$ cat config.mk
export PLATFORM = sky130hd
export DESIGN_NAME = mdu_ctrl_flat
export DESIGN_NICKNAME = d
export VERILOG_FILES = /design/src/rtl/mdu_ctrl_pkg.sv /design/src/rtl/mdu_ctrl_if.sv /design/src/rtl/mdu_ctrl_div_core.sv /design/src/rtl/mdu_ctrl.sv /design/src/flat_wrapper.sv
export SDC_FILE = /design/constraint.sdc
export NUM_CORES = 2
export LEC_CHECK = 0
export BUFFER_PORTS_ARGS = -buffer_cell sky130_fd_sc_hd__buf_2
export CORE_ASPECT_RATIO = 0.7
export CORE_UTILIZATION = 60
export DETAILED_ROUTE_END_ITERATION = 10
export PLACE_DENSITY_LB_ADDON = 0.15
export REMOVE_ABC_BUFFERS = 1
export SYNTH_ARGS = -nofsm -noshare
export SYNTH_HDL_FRONTEND = slang
export SYNTH_SLANG_ARGS = --single-unit
$ cat constraint.sdc
create_clock -name clk -period 26.8 [get_ports clk]
set_input_delay 1.34 -clock clk [delete_from_list [all_inputs] [get_ports clk]]
set_output_delay 1.34 -clock clk [all_outputs]
set_load 0.05 [all_outputs]
$ cat src/rtl/mdu_ctrl_pkg.sv
// mdu_ctrl_pkg: shared definitions for the multiply/divide unit controller.
// Holds the MDU operation codes, the controller state enum, the data and
// result widths, the divide iteration count, and small sign helpers used by
// both the controller and its testbench.
package mdu_ctrl_pkg;

  typedef enum logic [2:0] {
    MDU_NOP   = 3'd0,
    MDU_MULT  = 3'd1,
    MDU_MULTU = 3'd2,
    MDU_DIV   = 3'd3,
    MDU_DIVU  = 3'd4
  } mdu_op_e;

  typedef enum logic [1:0] {
    IDLE    = 2'd0,
    DIV_RUN = 2'd1,
    DIV_FIX = 2'd2,
    DONE    = 2'd3
  } mdu_state_e;

  localparam int DATA_W   = 32;
  localparam int RES_W    = 64;
  localparam int DIV_ITER = 32;
  localparam int CNT_W    = 6;

  // Two's-complement negate when n is set.
  function automatic logic [DATA_W-1:0] cond_neg(input logic [DATA_W-1:0] v,
                                                 input logic n);
    logic signed [DATA_W-1:0] sv;
    sv = v;
    return n ? DATA_W'(-sv) : v;
  endfunction

  // Magnitude of v; treated as signed only when is_signed is set.
  // The most-negative value maps to itself, which is the correct unsigned
  // magnitude 2^31.
  function automatic logic [DATA_W-1:0] mag(input logic [DATA_W-1:0] v,
                                            input logic is_signed);
    return cond_neg(v, is_signed & v[DATA_W-1]);
  endfunction

endpackage

$ cat src/rtl/mdu_ctrl_if.sv
// mdu_ctrl_if: EX-stage <-> MDU bundle.
//   start, op, opa, opb, flush : request side, driven by the pipeline (master)
//   stall, done                : pipeline hold and completion pulse
//   mullo, mulhi, mul_s        : registered partial products and sign flag
//   divres                     : {remainder, quotient}
interface mdu_ctrl_if;
  import mdu_ctrl_pkg::*;

  logic                start;
  mdu_op_e             op;
  logic [DATA_W-1:0]   opa;
  logic [DATA_W-1:0]   opb;
  logic                flush;
  logic                stall;
  logic                done;
  logic [RES_W-1:0]    mullo;
  logic [RES_W-1:0]    mulhi;
  logic                mul_s;
  logic [RES_W-1:0]    divres;

  modport master (
    output start, op, opa, opb, flush,
    input  stall, done, mullo, mulhi, mul_s, divres
  );

  modport slave (
    input  start, op, opa, opb, flush,
    output stall, done, mullo, mulhi, mul_s, divres
  );

endinterface

$ cat src/rtl/mdu_ctrl_div_core.sv
// div_core: unsigned restoring radix-2 divider datapath.
//   clk      : clock
//   load     : capture dividend/divisor, clear partial remainder
//   en       : perform one quotient-bit step
//   dividend : unsigned dividend magnitude
//   divisor  : unsigned divisor magnitude (nonzero)
//   quot     : quotient (valid after DIV_ITER enabled steps)
//   rem      : remainder (valid after DIV_ITER enabled steps)
// Sequencing and sign handling belong to the caller; no reset is needed
// because results are only consumed after a full load + iterate sequence.
module div_core
  import mdu_ctrl_pkg::*;
(
  input  logic              clk,
  input  logic              load,
  input  logic              en,
  input  logic [DATA_W-1:0] dividend,
  input  logic [DATA_W-1:0] divisor,
  output logic [DATA_W-1:0] quot,
  output logic [DATA_W-1:0] rem
);

  logic [DATA_W-1:0] dsr;
  logic [DATA_W:0]   shifted;
  logic [DATA_W:0]   trial;

  // The quotient register doubles as the dividend shifter: its MSB feeds the
  // partial remainder each step while the new quotient bit enters at the LSB.
  // trial[DATA_W] set means the subtraction borrowed (restore).
  always_comb begin
    shifted = {rem, quot[DATA_W-1]};
    trial   = shifted - {1'b0, dsr};
  end

  always_ff @(posedge clk) begin
    if (load) begin
      rem  <= '0;
      quot <= dividend;
      dsr  <= divisor;
    end else if (en) begin
      if (!trial[DATA_W]) begin
        rem  <= trial[DATA_W-1:0];
        quot <= {quot[DATA_W-2:0], 1'b1};
      end else begin
        rem  <= shifted[DATA_W-1:0];
        quot <= {quot[DATA_W-2:0], 1'b0};
      end
    end
  end

endmodule

$ cat src/rtl/mdu_ctrl.sv
// mdu_ctrl: multiply/divide unit controller.
//   clk : clock, all state updates on the rising edge
//   rst : synchronous active-high reset
//   bus : mdu_ctrl_if.slave -- start/op/opa/opb/flush in,
//         stall/done/mullo/mulhi/mul_s/divres out
// Multiplies complete in one cycle as four registered 16x16 partial products
// of the operand magnitudes. Divides run through div_core for DIV_ITER
// cycles, then a fix-up cycle applies signs before the done pulse.
module mdu_ctrl
  import mdu_ctrl_pkg::*;
(
  input  logic      clk,
  input  logic      rst,
  mdu_ctrl_if.slave bus
);

  mdu_state_e        state, state_nxt;
  logic [CNT_W-1:0]  cnt;
  logic              is_mul, is_div, is_signed, div_zero, accept;
  logic              mul_done, neg_q, neg_r;
  logic [DATA_W-1:0] ma, mb;
  logic [DATA_W-1:0] pp_ll, pp_hl, pp_lh, pp_hh;
  logic [DATA_W-1:0] qmag, rmag;

  always_comb begin
    is_mul    = (bus.op == MDU_MULT) || (bus.op == MDU_MULTU);
    is_div    = (bus.op == MDU_DIV)  || (bus.op == MDU_DIVU);
    is_signed = (bus.op == MDU_MULT) || (bus.op == MDU_DIV);
    div_zero  = (bus.opb == '0);
    accept    = (state == IDLE) && bus.start && !bus.flush && (is_mul || is_div);
    ma        = mag(bus.opa, is_signed);
    mb        = mag(bus.opb, is_signed);
    pp_ll     = {16'd0, ma[15:0]}  * {16'd0, mb[15:0]};
    pp_hl     = {16'd0, ma[31:16]} * {16'd0, mb[15:0]};
    pp_lh     = {16'd0, ma[15:0]}  * {16'd0, mb[31:16]};
    pp_hh     = {16'd0, ma[31:16]} * {16'd0, mb[31:16]};
  end

  div_core u_div_core (
    .clk      (clk),
    .load     (accept && is_div && !div_zero),
    .en       (state == DIV_RUN),
    .dividend (ma),
    .divisor  (mb),
    .quot     (qmag),
    .rem      (rmag)
  );

  // State register
  always_ff @(posedge clk) begin
    if (rst) state <= IDLE;
    else     state <= state_nxt;
  end

  // Next-state logic; flush wins over everything except reset.
  // Multiplies never leave IDLE; a zero divisor goes straight to DONE.
  always_comb begin
    state_nxt = state;
    if (bus.flush) begin
      state_nxt = IDLE;
    end else begin
      case (state)
        IDLE:    if (accept && is_div) state_nxt = div_zero ? DONE : DIV_RUN;
        DIV_RUN: if (cnt == CNT_W'(DIV_ITER - 1)) state_nxt = DIV_FIX;
        DIV_FIX: state_nxt = DONE;
        DONE:    state_nxt = IDLE;
        default: state_nxt = IDLE;
      endcase
    end
  end

  // Outputs; stall rises in the accept cycle so the EX stage holds at once.
  always_comb begin
    bus.stall = (state == DIV_RUN) || (state == DIV_FIX) ||
                (accept && is_div && !div_zero);
    bus.done  = (state == DONE) || mul_done;
  end

  // Counter, sign latches and result registers
  always_ff @(posedge clk) begin
    if (rst) begin
      cnt        <= '0;
      mul_done   <= 1'b0;
      neg_q      <= 1'b0;
      neg_r      <= 1'b0;
      bus.mul_s  <= 1'b0;
      bus.mullo  <= '0;
      bus.mulhi  <= '0;
      bus.divres <= '0;
    end else begin
      mul_done <= accept && is_mul;

      if (accept)                cnt <= '0;
      else if (state == DIV_RUN) cnt <= cnt + CNT_W'(1);

      if (accept && is_mul) begin
        bus.mullo <= {pp_hl, pp_ll};
        bus.mulhi <= {pp_hh, pp_lh};
        bus.mul_s <= (bus.op == MDU_MULT) && (bus.opa[31] ^ bus.opb[31]);
      end

      if (accept && is_div) begin
        neg_q <= (bus.op == MDU_DIV) && (bus.opa[31] ^ bus.opb[31]);
        neg_r <= (bus.op == MDU_DIV) && bus.opa[31];
        if (div_zero) bus.divres <= {bus.opa, 32'hFFFF_FFFF};
      end

      if (state == DIV_FIX && !bus.flush)
        bus.divres <= {cond_neg(rmag, neg_r), cond_neg(qmag, neg_q)};
    end
  end

endmodule

$ cat src/flat_wrapper.sv
// flat-port wrapper written by rule: the top's interface ports become plain ports
module mdu_ctrl_flat import mdu_ctrl_pkg::*;
  (clk, rst, bus_start, bus_op, bus_opa, bus_opb, bus_flush, bus_stall, bus_done, bus_mullo, bus_mulhi, bus_mul_s, bus_divres);
  mdu_ctrl_if bus_i ();
  input  logic clk;
  input  logic rst;
  input wire logic [$bits(bus_i.start)-1:0] bus_start;
  input wire logic [$bits(bus_i.op)-1:0] bus_op;
  input wire logic [$bits(bus_i.opa)-1:0] bus_opa;
  input wire logic [$bits(bus_i.opb)-1:0] bus_opb;
  input wire logic [$bits(bus_i.flush)-1:0] bus_flush;
  output wire logic [$bits(bus_i.stall)-1:0] bus_stall;
  output wire logic [$bits(bus_i.done)-1:0] bus_done;
  output wire logic [$bits(bus_i.mullo)-1:0] bus_mullo;
  output wire logic [$bits(bus_i.mulhi)-1:0] bus_mulhi;
  output wire logic [$bits(bus_i.mul_s)-1:0] bus_mul_s;
  output wire logic [$bits(bus_i.divres)-1:0] bus_divres;
  assign bus_i.start = bus_start;
  assign bus_i.op = bus_op;
  assign bus_i.opa = bus_opa;
  assign bus_i.opb = bus_opb;
  assign bus_i.flush = bus_flush;
  assign bus_stall = bus_i.stall;
  assign bus_done = bus_i.done;
  assign bus_mullo = bus_i.mullo;
  assign bus_mulhi = bus_i.mulhi;
  assign bus_mul_s = bus_i.mul_s;
  assign bus_divres = bus_i.divres;
  mdu_ctrl u_core (.clk(clk), .rst(rst), .bus(bus_i));
endmodule
Yosys cells after proc, flatten, opt, wreduce, memory -nomap -nowiden
Index checks and enable logic that the tools add are counted.
Widths: inputs -> output; s select.
{"block": "totals", "reg_bits": 300, "inputBits": 71, "output_inout_bits": 195, "elab_cells": 78}
{"block": "op_classes", "add_sub_neg": 6, "mul": 4, "n_eq_ne": 10, "muxes": 15, "n_bitwise": 3, "reduce_logical": 28}
{"operator": "$mux 32", "count": 7}
{"operator": "$mux 64", "count": 3}
{"operator": "$mul 16x16->32", "count": 4}
{"operator": "$neg 32->32", "count": 4}
{"operator": "$sub 33x32->33", "count": 1}
{"operator": "$logic_not 32->1", "count": 1}
{"operator": "$logic_and 1x1->1", "count": 10}
{"operator": "$pmux 2 s4", "count": 1}
{"operator": "$logic_or 1x1->1", "count": 7}
{"operator": "$add 6x1->6 const B", "count": 1}
{"operator": "$eq 3x2->1 const B", "count": 2}
{"operator": "$eq 6x5->1 const B", "count": 1}
{"operator": "$mux 2", "count": 3}
{"operator": "$reduce_bool 2->1", "count": 3}
{"operator": "$eq 2x2->1 const B", "count": 2}
{"operator": "$reduce_and 2->1", "count": 2}
{"operator": "$reduce_or 2->1", "count": 2}
{"operator": "$eq 3x1->1 const B", "count": 1}
{"operator": "$eq 3x3->1 const B", "count": 1}
{"operator": "$and 1x1->1", "count": 2}
{"operator": "$eq 2x1->1 const B", "count": 1}
{"operator": "$logic_not 1->1", "count": 2}
{"operator": "$logic_not 2->1", "count": 1}
{"operator": "$ne 2x1->1 const B", "count": 1}
{"operator": "3 further kinds", "count": 3}

Logic depth before layout (Yosys ltp)
{"block": "depth", "depth_word": 7, "mapped_depth": 36, "depth_no_buf": 34}

Modules after synthesis
Synthesis repeated with hierarchy kept, for this count alone.
{"block": "hier_totals", "cells_unflattened": 5826, "hier_area_um2": 48506.5}
{"mod": "mdu_ctrl", "instances": 1, "cells_per_inst": 5234, "area_each_um2": 42697.2, "seq_area_each_um2": 4083.9}
{"mod": "div_core", "instances": 1, "cells_per_inst": 592, "area_each_um2": 5809.3, "seq_area_each_um2": 2562.5}

Worst setup path before layout
Ideal clock, no wire load.
{"block": "synth_path", "path_type": "input -> register", "from": "input bus_opa[0]", "to": "register u_core.bus.mulhi[63]", "setup_ps": 131, "t_arrival_ps": 9196, "required_time_ps": 26669, "path_slack_ps": 17473, "cell_stages": 35, "path_buffers": 3, "path_cell_list": "inv_1 clkbuf_1 ha_1 nand2b_1 nor4_1 nand2_1 inv_1 a21oi_1 nor2_1 o21ai_0 a21oi_1 xnor2_1 clkbuf_1 nand2_1 fa_1 fa_1 fa_1 inv_1 fa_1 fa_1 inv_1 fa_1 inv_1 ha_1 clkbuf_1 a211o_1 a221oi_1 o21ai_1 o21bai_1 nor2_1 a211oi_2 o21ai_1 a311oi_1 mux2i_1 o22ai_1"}
{"block": "synth_via", "elab_chain_len": 3}
{"item": "start: declaration", "line": "flat_wrapper.sv:9", "text": "input wire logic [$bits(bus_i.opa)-1:0] bus_opa;"}
{"item": "$neg 32->32", "line": "mdu_ctrl_pkg.sv:32", "text": "return n ? DATA_W'(-sv) : v;"}
{"item": "$mux 32", "line": "mdu_ctrl_pkg.sv:32"}
{"item": "$mul 16x16->32", "line": "mdu_ctrl.sv:36", "text": "pp_hh = {16'd0, ma[31:16]} * {16'd0, mb[31:16]};"}
{"item": "end signal: assignment", "line": "mdu_ctrl.sv:98", "text": "bus.mulhi <= {pp_hh, pp_lh};"}
{"item": "end: declaration", "line": "mdu_ctrl_if.sv:28", "text": "output stall, done, mullo, mulhi, mul_s, divres"}
No other way between the ends.
A chain may end at the register's enable or synchronous reset.

Final worst setup path
{"block": "layout_path", "from": "input bus_opb[0]", "to": "register u_core.bus.mulhi[63]"}
{"block": "layout_via", "elab_chain_len": 3}
{"item": "start: declaration", "line": "flat_wrapper.sv:10", "text": "input wire logic [$bits(bus_i.opb)-1:0] bus_opb;"}
{"item": "$neg 32->32", "line": "mdu_ctrl_pkg.sv:32"}
{"item": "$mux 32", "line": "mdu_ctrl_pkg.sv:32"}
{"item": "$mul 16x16->32", "line": "mdu_ctrl.sv:36"}
No other way between the ends.

==> results list <==
- Status: completed
* Timing startpoint of the critical path: bus_opb[0]
- The sequential cells in the finished layout cover a total of 6650 sq um.
- Most used standard cells in the synthesized netlist: inv_1 (991), nand2_1 (838), fa_1 (777), nor2_1 (689), ha_1 (458)
- TritonCTS built the clock tree.
- Via density per instance: 5.83
* Shortest clock period the worst path allows after layout: 10.17 ns
* Slowest stage cell on the critical path: clkinv_1
* Largest net degree at the start of global routing: 78
- Initial cell density of the core: 0.607
* Signed area change from the synthesized netlist to the final layout: 8.33%
- Count of buffers inserted at the top-level ports: 265
- First-pass GRT wire length: 232000 um
- After clock tree synthesis, the repair step resized 0 gates.
* Kind of cell adding the most delay to the critical path: adder cells
- In the synthesized netlist the dominant register cell turns out to be dfxtp_1.
- CTS Root Buffer Type: clkbuf_16
- The share of synthesized area in the top cell type comes to 0.325.
- Synthesized instance count: 5691
* Initial antenna violation count: 7
* F_max: 0.0984 GHz
- After the first detailed-routing iteration, the DRC count stood at 3686.
* Sequential fraction of the synthesis area: 0.139
- Total number of vias: 40247
* Post-CTS setup repair buffer count: 0
* Total Nets Final: 7129
- Critical path capture point: u_core.bus.mulhi[63]
- The path class of the tightest hold or removal check is register to register.
- Of the cells placed in the final design, the portion with a size suffix greater than 1 is 0.0903.
- Final number of max-transition violations: 0
* Data required time of the critical path: 27.24 ns
* Worst path bufs/invs: 9
* Filler cells: 6833
- Total Routing Usage GR: 0.375
- Final setup skew: 0.0250 ns
- The hold violation count in the final report is 0.
* Count of final setup violators: 0
- Clk_lat worst skew: 0.58 ns
* Reg2reg end: u_core.u_div_core.rem[30]
* Num CTS Buffers: 35
- Post-layout worst setup margin: 16.63 ns
- At the pin with the least slew margin, the transition time is 1.26 ns.
* Gp weighted congestion: 1.03
* Wire length reported by the detailed router: 149000 um
- In this run the remaining antenna-violating nets after routing total 0.
- Critical path data arrival time: 10.61 ns
- Number of iterations in the first detailed-routing pass: 6
* Share of async-settable or async-resettable flops after synthesis: 0
- Launching element type of the critical path: input pin
- Multi-input gate area in the final layout: 36800 sq um
- Top cells by area in the synthesized netlist: fa_1 (33%), ha_1 (12%), dfxtp_1 (9.9%)
* Hold Buf Count CTS: 0
* Std-Cell Rows: 86
- A synthesized cell averages 8.41 sq um.
* Accumulated negative setup slack: 0 ns
- Setup repair after global routing left no endpoint under its margin.
* # DRC: 0
- Most common cell in the synthesized netlist: inv_1
- Average routed wire per standard cell: 21.6 um
- Headroom to the max-slew limit: 0.160
- 266 I/O pins were placed.
* Number of cells on the worst reg-to-reg path: 12
- Largest buffer count on any clock path: 3
- The synthesized netlist contains 88 unique library cells.
- Floorplan die width: 340 um
* Biggest cell delay along the critical path: 0.88 ns
- Die outline area: 80900 sq um
- The clock drives 300 sinks.
* Floorplan die height: 238 um
- Post-CTS clock slew at the launch and capture registers of the worst setup and hold paths: 0.06 ns
* Number of global-route vias before repair: 39458
* Tcrit/Tclk final: 0.379
- Number of warnings printed during yosys synthesis: 0
- Counting flops and latches in the post-synthesis netlist gives 300.
- The critical path in this run is classified as input pin to register.
- The cell area that synthesis handed to floorplanning was 47800 sq um.
- OpenSTA, run right after detailed placement, puts the worst setup slack at 16.16 ns.
* Number of violations of the max-capacitance limit: 0
- Total gr overflow: 0
* Cell type with the largest total area after synthesis: fa_1
- The clock tree synthesis step divided the H-tree into 2 levels.
- Largest fanout of any net on the critical path: 27
* FF-to-FF setup slack: 22.78 ns
- The floorplan step defined a core boundary enclosing 78800 sq um.
- The critical path crosses 32 cells after its start point.
- The synthesized design contains 64 enable-type register cells.
- Detailed-placement wirelength estimate: 113000 um
- Endpoint kind of the worst setup timing path: register
* Startpoint of the worst-slack reg-to-reg timing path: u_core.u_div_core.dsr[0]
## placed cells by master (no fill, tap or decap), types with 108 or more instances in the layout
| cell | netlist | final |
|---|---|---|
| inv_1 | 991 | 991 |
| nand2_1 | 838 | 836 |
| fa_1 | 777 | 777 |
| nor2_1 | 689 | 688 |
| ha_1 | 458 | 458 |
| buf_2 | 25 | 264 |
| dfxtp_1 | 236 | 236 |
| a21oi_1 | 232 | 231 |
| o21ai_0 | 192 | 192 |
| xnor2_1 | 151 | 131 |
| xor2_1 | 127 | 113 |
| buf_4 | 4 | 108 |
## cells by family after synthesis
logic type,Yosys count,share of synthesized area
compound gates,788,0.104
xor+xnor,281,0.0519
fa+ha+maj,1235,0.445
buf+inv,1285,0.102
flops,300,0.139
mux,30,0.00633
simple gates,1772,0.152
## area by class of cell
cell class	count	area share
multi-input combinational	4106	0.709
sequential	300	0.128
inverter	1007	0.0729
timing repair buffer	373	0.0414
tap	1056	0.0255
clock buffer	47	0.0192
clock inverter	15	0.00348
antenna	3	0.000145
## routing by layer
layer	wire length, um	vias up	global-route usage
met4	7200	6	0.146
met2	61300	2146	0.546
met5	36	-	0
met3	19300	431	0.120
met1	61400	19588	0.520
li1	-	18076	-
## how the worst min path moves through the flow
stage | slack [ns] | depth (start not counted) | endpoint | startpoint
floorplan | 0.49 | 2 | u_core.cnt[5] | u_core.cnt[5]
global placement | 0.43 | 2 | u_core.bus.mulhi[45] | u_core.bus.mulhi[45]
detailed placement | 0.44 | 2 | u_core.bus.mullo[15] | u_core.bus.mullo[15]
CTS | 0.45 | 2 | u_core.bus.mulhi[32] | u_core.bus.mulhi[32]
global route | 0.47 | 2 | u_core.bus.mulhi[42] | u_core.bus.mulhi[42]
finish | 0.44 | 2 | u_core.bus.mulhi[39] | u_core.bus.mulhi[39]
## worst register-to-register path: cells and delay by family (launching register included)
| kind | cells | cell delay, ns |
|---|---|---|
| adder cells (fa/ha/maj) | 2 | 0.63 |
| AND/OR/NAND/NOR | 3 | 0.40 |
| flip-flops | 1 | 0.39 |
| AO/OA/AOI/OAI | 7 | 2.53 |
## metrics by stage
| stage | hold slack, ns | util | std cells | instance area, sq um |
|---|---|---|---|---|
| after floorplan | 0.485 | - | 5413 | 46800 |
| after global placement | 0.431 | 0.643 | 6842 | 50700 |
| after detailed placement | 0.440 | 0.643 | 6842 | 50700 |
| after CTS | 0.449 | 0.658 | 6904 | 51800 |
| after global routing | 0.469 | 0.658 | 6904 | 51800 |
| final | 0.445 | 0.658 | 6907 | 51800 |
## registers in the layout, indices dropped and copies added, names as in the netlist
name,count
u_core.bus.divres,64
u_core.bus.mul_s,1
u_core.bus.mulhi,64
u_core.bus.mullo,64
u_core.cnt,6
u_core.mul_done,1
u_core.neg_q,1
u_core.neg_r,1
u_core.state,2
u_core.u_div_core.dsr,32
u_core.u_div_core.quot,32
u_core.u_div_core.rem,32
Power is not shown: default switching activity piles up to over one toggle a cycle in this logic, so the estimate is an artifact.
